## src/rtl/turn_input_cond.sv

```systemverilog
// Turn-signal input conditioner: synchronizes and debounces the left/right/hazard
// switches, resolves them into one request, and generates the pattern-advance tick.

module turn_input_chan #(
  parameter int DEBOUNCE_CYCLES = 4
) (
  input  logic clk,
  input  logic reset,
  input  logic raw,
  output logic db,
  output logic upd
);
  localparam logic [7:0] CNT_LAST = 8'(DEBOUNCE_CYCLES - 1);

  logic       s1, s2;
  logic [7:0] cnt;

  // Update fires on the edge that completes a full run of differing samples.
  assign upd = (s2 != db) && (cnt == CNT_LAST);

  always_ff @(posedge clk or negedge reset) begin
    if (!reset) begin
      s1  <= 1'b0;
      s2  <= 1'b0;
      db  <= 1'b0;
      cnt <= '0;
    end else begin
      s1 <= raw;
      s2 <= s1;
      if (s2 == db) begin
        cnt <= '0;
      end else if (upd) begin
        db  <= s2;
        cnt <= '0;
      end else begin
        cnt <= cnt + 8'd1;
      end
    end
  end
endmodule

module turn_input_cond #(
  parameter int DEBOUNCE_CYCLES = 4,
  parameter int TICK_DIV        = 8
) (
  input  logic clk,
  input  logic reset,
  input  logic l_raw,
  input  logic r_raw,
  input  logic h_raw,
  output logic L,
  output logic R,
  output logic H,
  output logic tick
);
  localparam int          NUM_LANES = 3;
  localparam logic [15:0] TC_LAST   = 16'(TICK_DIV - 1);

  logic [NUM_LANES-1:0] raw, db, upd;
  logic [15:0]          tc;
  logic                 hz;

  assign raw = {h_raw, r_raw, l_raw};

  for (genvar i = 0; i < NUM_LANES; i++) begin : g_lane
    turn_input_chan #(.DEBOUNCE_CYCLES(DEBOUNCE_CYCLES)) u_chan (
      .clk  (clk),
      .reset(reset),
      .raw  (raw[i]),
      .db   (db[i]),
      .upd  (upd[i])
    );
  end

  // Both turns at once means hazard; hazard masks the individual turns.
  assign hz = db[2] | (db[0] & db[1]);
  assign H  = hz;
  assign L  = db[0] & ~hz;
  assign R  = db[1] & ~hz;

  // Any level change realigns the pattern phase so the first tick is a full period away.
  always_ff @(posedge clk or negedge reset) begin
    if (!reset)             tc <= '0;
    else if (|upd)          tc <= '0;
    else if (tc == TC_LAST) tc <= '0;
    else                    tc <= tc + 16'd1;
  end

  assign tick = (tc == TC_LAST);
endmodule

```

## config.mk

```make
export PLATFORM = sky130hd
export DESIGN_NAME = turn_input_cond
export DESIGN_NICKNAME = d
export VERILOG_FILES = /design/src/rtl/turn_input_cond.sv
export SDC_FILE = /design/constraint.sdc
export NUM_CORES = 1
export LEC_CHECK = 0
export CORE_MARGIN = 5
export CORE_UTILIZATION = 54
export CTS_CLUSTER_SIZE = 24
export DETAILED_ROUTE_END_ITERATION = 7
export PLACE_DENSITY = 0.74
export SLEW_MARGIN = 20
export SYNTH_ARGS = -nofsm -noshare
export SYNTH_HDL_FRONTEND = slang
export SYNTH_HIERARCHICAL = 1
export SYNTH_SLANG_ARGS = --single-unit
```

## constraint.sdc

```tcl
create_clock -name clk -period 1.5 [get_ports clk]
set_clock_uncertainty 0.1 [all_clocks]
set_input_delay 0.3 -clock clk [delete_from_list [all_inputs] [get_ports clk]]
set_output_delay 0.3 -clock clk [all_outputs]
set_load 0.02 [all_outputs]
```

# ---- Word-level counts from Yosys, hierarchy flattened
# Cells that the tools add are included.
dict set report totals {
  in_bits 5
  word_cells 50
  ff_bits 49
  out_inout_bits 4
}
dict set report classes {
  n_reduce_logical 7
  mux 8
  add_sub_neg 4
  n_bitwise 8
  eq_ne 10
}
# cell n
set ops {}
lappend ops {{2-to-1 mux 8 bit} 6}
lappend ops {{2-to-1 mux 16 bit} 2}
lappend ops {{adder 8 x 1 -> 8 bit, second input constant} 3}
lappend ops {{equality test 8 x 2 -> 1 bit, second input constant} 3}
lappend ops {{adder 16 x 1 -> 16 bit, second input constant} 1}
lappend ops {{equality test 16 x 3 -> 1 bit, second input constant} 1}
lappend ops {{AND reduction 2 bit} 3}
lappend ops {{inverter 1 bit} 4}
lappend ops {{AND 1 bit} 3}
lappend ops {{equality test 1 bit} 3}
lappend ops {{logical AND 1 bit} 3}
lappend ops {{!= test 1 bit} 3}
lappend ops {{OR reduction 3 bit} 1}
lappend ops {{OR 1 bit} 1}

# ---- Logic depth before layout (Yosys ltp)
# Gate-level depths: netlist of run 1.
dict set report depth {
  depth_word 4
  depth_mapped 7
  mapped_depth_nobuf 6
}

# ---- By module
# Netlist of run 1, hierarchy kept.
# mod n_inst area_per_inst_um2 cells_each seq_area_each_um2
set modules_own_cells {}
lappend modules_own_cells {turn_input_chan 3 473.0 43 275.3}
lappend modules_own_cells {turn_input_cond 1 850.8 87 400.4}

# ---- Least setup slack after synthesis of run 1
# OpenSTA, ideal clock, no wires.
dict set report synth_path {
  path_kind {flip-flop to flip-flop}
  start {reg g_lane[1].u_chan.cnt[0]}
  end {reg tc[10]}
  period_less_slack_ns 1.563
  required_ns 1.329
  path_stages_with_launch 8
  slack_ns -0.063
  setup_time_ns 0.071
  arrival_time_ns 1.392
  cell_sequence {dfrtp_1 > ha_1 > nand3_1 > nor2_1 > nor3_1 > nand2_1 > buf_4 > nor2_1}
}
dict set report synth_between {
  elab_chain_len 4
}
# element line_no
set synth_rtl {}
lappend synth_rtl {{start: declaration} 16} ;# logic [7:0] cnt;
lappend synth_rtl {{start signal: assignment} 36} ;# cnt <= cnt + 8'd1;
lappend synth_rtl {{equality test 8 x 2 -> 1 bit} 19} ;# assign upd = (s2 != db) && (cnt == CNT_LAST);
lappend synth_rtl {{logical AND 1 bit} 19}
lappend synth_rtl {{named net upd[1]} 59} ;# logic [NUM_LANES-1:0] raw, db, upd;
lappend synth_rtl {{OR reduction 3 bit} 84} ;# else if (|upd) tc <= '0;
lappend synth_rtl {{2-to-1 mux 16 bit} 84}
lappend synth_rtl {{end signal: assignment} 86} ;# else tc <= tc + 16'd1;
lappend synth_rtl {{end: declaration} 60} ;# logic [15:0] tc;
# The timed path passes the listed nets, and every way through them passes these cells.
# A chain may end at the register's enable or synchronous reset.

# ---- Final worst setup path of run 1
dict set report layout_path {
  start {reg tc[1]}
  end {out tick}
}
dict set report layout_between {
  elab_chain_len 1
}
# element line_no
set layout_rtl {}
lappend layout_rtl {{equality test 16 x 3 -> 1 bit} 89} ;# assign tick = (tc == TC_LAST);
lappend layout_rtl {{end: declaration} 54} ;# output logic tick
# No other way between the ends.

==> summary.md, run 1 <==
| Metric | Value |
|---|---|
| Outcome | finished, violations left |
| Failing checks | setup timing |
| Hold Vio Cnt, Final | 0 |
| CTS Sinks | roughly 50 |
| Largest net degree at the start of global routing | 50 |
| Hold path cells | 0 |
| Clk Latency, worst-skew pair | about 0.30 ns |
| Util after Layout | 80.8% |
| Slew @ Worst Pin | 0.316 ns |
| Final nets | 299 |
| Crit end category | output port |
| Sequential area share after synthesis | ~54% |
| GR Overflow Total | 0 |
| Synth warn | 6 |
| Initial core utilization | between 50% and 60% |
| RSZ-0062 raised after global routing | true |
| Mapped Nets | between 200 and 250 |
| Vias | 1881 |
| Tmin final | approximately 1.9 ns |
| VDD IR max | 1090 uV |
| Dpl ws | -0.457 ns |
| Fin. max-slew vios | 0 |
| Port Buffers | 8 |
| Commonest non-fill, non-tap cell in the layout | buf_4 |
| Post-synthesis area per instance | 10.5 um2 |
| Clk buf depth | 2 |
| Critical path class | register to output port |
| Cells after Synth | 216 |
| Worst Hold End | g_lane[2].u_chan/s2 |
| Reg-to-reg startpoint | g_lane[1].u_chan/cnt[7] |
| Critical path startpoint category | register |
| Hold Crit Class | register to register |
| First-pass GRT wire length | 8.51 mm |
| Netlist Area Pre-Place | 2270 um2 |
| CORE AREA | roughly 4000 um2 |
| CP required | 1.10 ns |
| Lkg Pwr | 1.46 nW |
| Antenna viol nets, final | 0 |
| Most frequent cells in the layout | buf_4 (55), dfrtp_1 (49), nor2_1 (23) |
| Total routed wirelength | between 5 and 6 mm |
| Worst reg-to-reg path cell count | 7 |
| Io pins | 9 |
| Top achievable clock speed | 0.540 GHz |
| GRT Max-Usage Layer | met2 |
| Total track usage | 20.0% |
| Final Wtd Congestion | 0.791 |
| Die ar. | 5600 um2 |
| Initial antenna violation count | 0 |
| Final period util | 123% |
| RR Endpoint | tc[6] |
| H-tree depth | 2 |
| Clock root buffer | clkbuf_8 |
| CP Max Fanout | 2 |
| HPWL Detailed | roughly 3.2 mm |
| Row count | 23 |
| Vias per std cell | 5.52 |
| Iter 0 DRT Violations | 107 |
| Clock Pin Slew Worst Setup and Hold Paths | 0.09 ns |
| Num CTS Buffers | 5 |
| Ant diodes | 0 |
| Synthesized flop and latch total | 49 |
| Met2 usage | 33.0% |
| Share of cells above drive strength 1 | 43.0% |
| Vias in the first global route | 1878 |
| DR pass1 iterations | 4 |
| Met1 Usage GRT | 26.0% |
| CTS tree | built |
| Max_cap viols | 0 |
| Area growth syn-to-layout | 43.5% |
| Worst Hold Launch | g_lane[2].u_chan/s1 |
| Netlist cell types | 25 |
| DRC Markers | 0 |
| GR Util met3 | approximately 4.5% |
| Crit path DAT | ~1.5 ns |
| Power per standard cell area | 1450 nW/um2 |
| Die height | roughly 75 um |
| Avg WL per Cell | 15.8 um |
| Final setup viols | 21 |
| Flop-to-flop setup slack | -0.17 ns |
| Slew HR | 78.9% |
| Final setup margin | -0.352 ns |
| Die X | 74.8 um |
worst max-delay path, cell delays in order, from the launching register on:
cell	delay, ns
dfrtp_1	0.37
ha_2	0.19
and4bb_1	0.20
nand4_1	0.14
inv_1	0.12
buf_6	0.12
registers in the layout, indices dropped and copies added (netlist names):
register and count:
g_lane.u_chan/cnt 24, g_lane.u_chan/db 3, g_lane.u_chan/s2 3, tc 16
g_lane.u_chan/s1 3
layout make-up:
cell class | count | area (um2)
fillers | 226 | 772
well taps | 50 | 62.6
clock inverters | 1 | 5.00
inverters | 8 | 30.0
flip-flops and latches | 49 | 1230
clock buffers | 7 | 96.3
repair buffers | 69 | 586
multi-input cells | 157 | 1250
cell families after synthesis:
logic type / after synthesis / synth area share, %
muxes: 3 / 1.49
DFF: 49 / 54.0
xor gates and xnor gates: 26 / 10.0
and+or+nand+nor: 102 / 24.9
adders and majority gates: 4 / 2.21
AOI/OAI and AO/OA: 22 / 5.46
buffers and inverters: 10 / 1.87
repair_timing:
item,CTS,global route
gates resized for setup,57,26
pin swaps,18,12
endpoints found under the hold margin,49,0
hold buffers,1,0
setup buffers,2,3
endpoints found under the setup margin,22,25
stage by stage:
| step | TNS, ns | hold slack (ns) | cell area, um2 | total power, W | instances |
|---|---|---|---|---|---|
| after floorplan | 0 | -0.0956 | 2280 | 0.00252 | 216 |
| after global placement | -2.01 | 0.200 | 2840 | 0.00327 | 328 |
| after detailed placement | -2.47 | 0.205 | 2840 | 0.00335 | 328 |
| after CTS | -2.02 | 0.265 | 3100 | 0.00449 | 338 |
| after global routing | -4.42 | 0.272 | 3260 | 0.00498 | 341 |
| final | -2.84 | 0.260 | 3260 | 0.00471 | 341 |
worst max path at each step:
stage	cells past startpoint	endpoint	slack (ns)	startpoint
after floorplan	7	tc[14]	0.007	g_lane[2].u_chan/cnt[2]
after global placement	4	tick	-0.46	tc[8]
after detailed placement	4	tick	-0.46	tc[8]
after CTS	4	tick	-0.30	tc[8]
after global routing	5	tick	-0.45	tc[0]
final	5	tick	-0.35	tc[1]
routing by layer:
metal | vias up | part of all wire [%]
met3 | 15 | 3.8
met2 | 45 | 52
met1 | 924 | 42
met4 | 0 | 2.0
met5 | - | 0
li1 | 897 | -
synth_stat cells:
| library cell | count | area [um2] |
|---|---|---|
| dfrtp_1 | 49 | 1230 |
| nor2_1 | 41 | 154 |
| xnor2_1 | 18 | 158 |
| nand3_1 | 14 | 70.1 |
| nand2_1 | 11 | 41.3 |
| a21oi_1 | 9 | 45.0 |
| o21ai_0 | 9 | 45.0 |
| or3_1 | 9 | 56.3 |
| inv_1 | 8 | 30.0 |
| xor2_1 | 8 | 70.1 |
| nor4_2 | 7 | 87.6 |
| nor3_1 | 6 | 30.0 |
| nand4_1 | 5 | 31.3 |
| ha_1 | 4 | 50.1 |
| a31o_2 | 3 | 26.3 |
| mux2_2 | 3 | 33.8 |
| nand3_2 | 3 | 30.0 |
| nor4_1 | 2 | 12.5 |
| a21o_1 | 1 | 7.51 |
| and3_1 | 1 | 6.26 |
| and4bb_1 | 1 | 12.5 |
| buf_2 | 1 | 5.00 |
| buf_4 | 1 | 7.51 |
| nand4_2 | 1 | 12.5 |
| nand4_4 | 1 | 21.3 |
where the power goes:
part           leakage (nW)  switching [W]  internal (W)
logic                 0.752        0.00111       0.00107
registers             0.650       0.000141       0.00153
clock network        0.0542       0.000438      0.000417
total                  1.46        0.00169       0.00302
Note: power is estimated with default switching activity, not from simulation.
==> inputs of run 2 (changes only) <==
- ABC_CLOCK_PERIOD_IN_PS: not set -> 1500
==> results of run 2 <==
No change in the layout: final DEF, timing and power equal those of run 1.
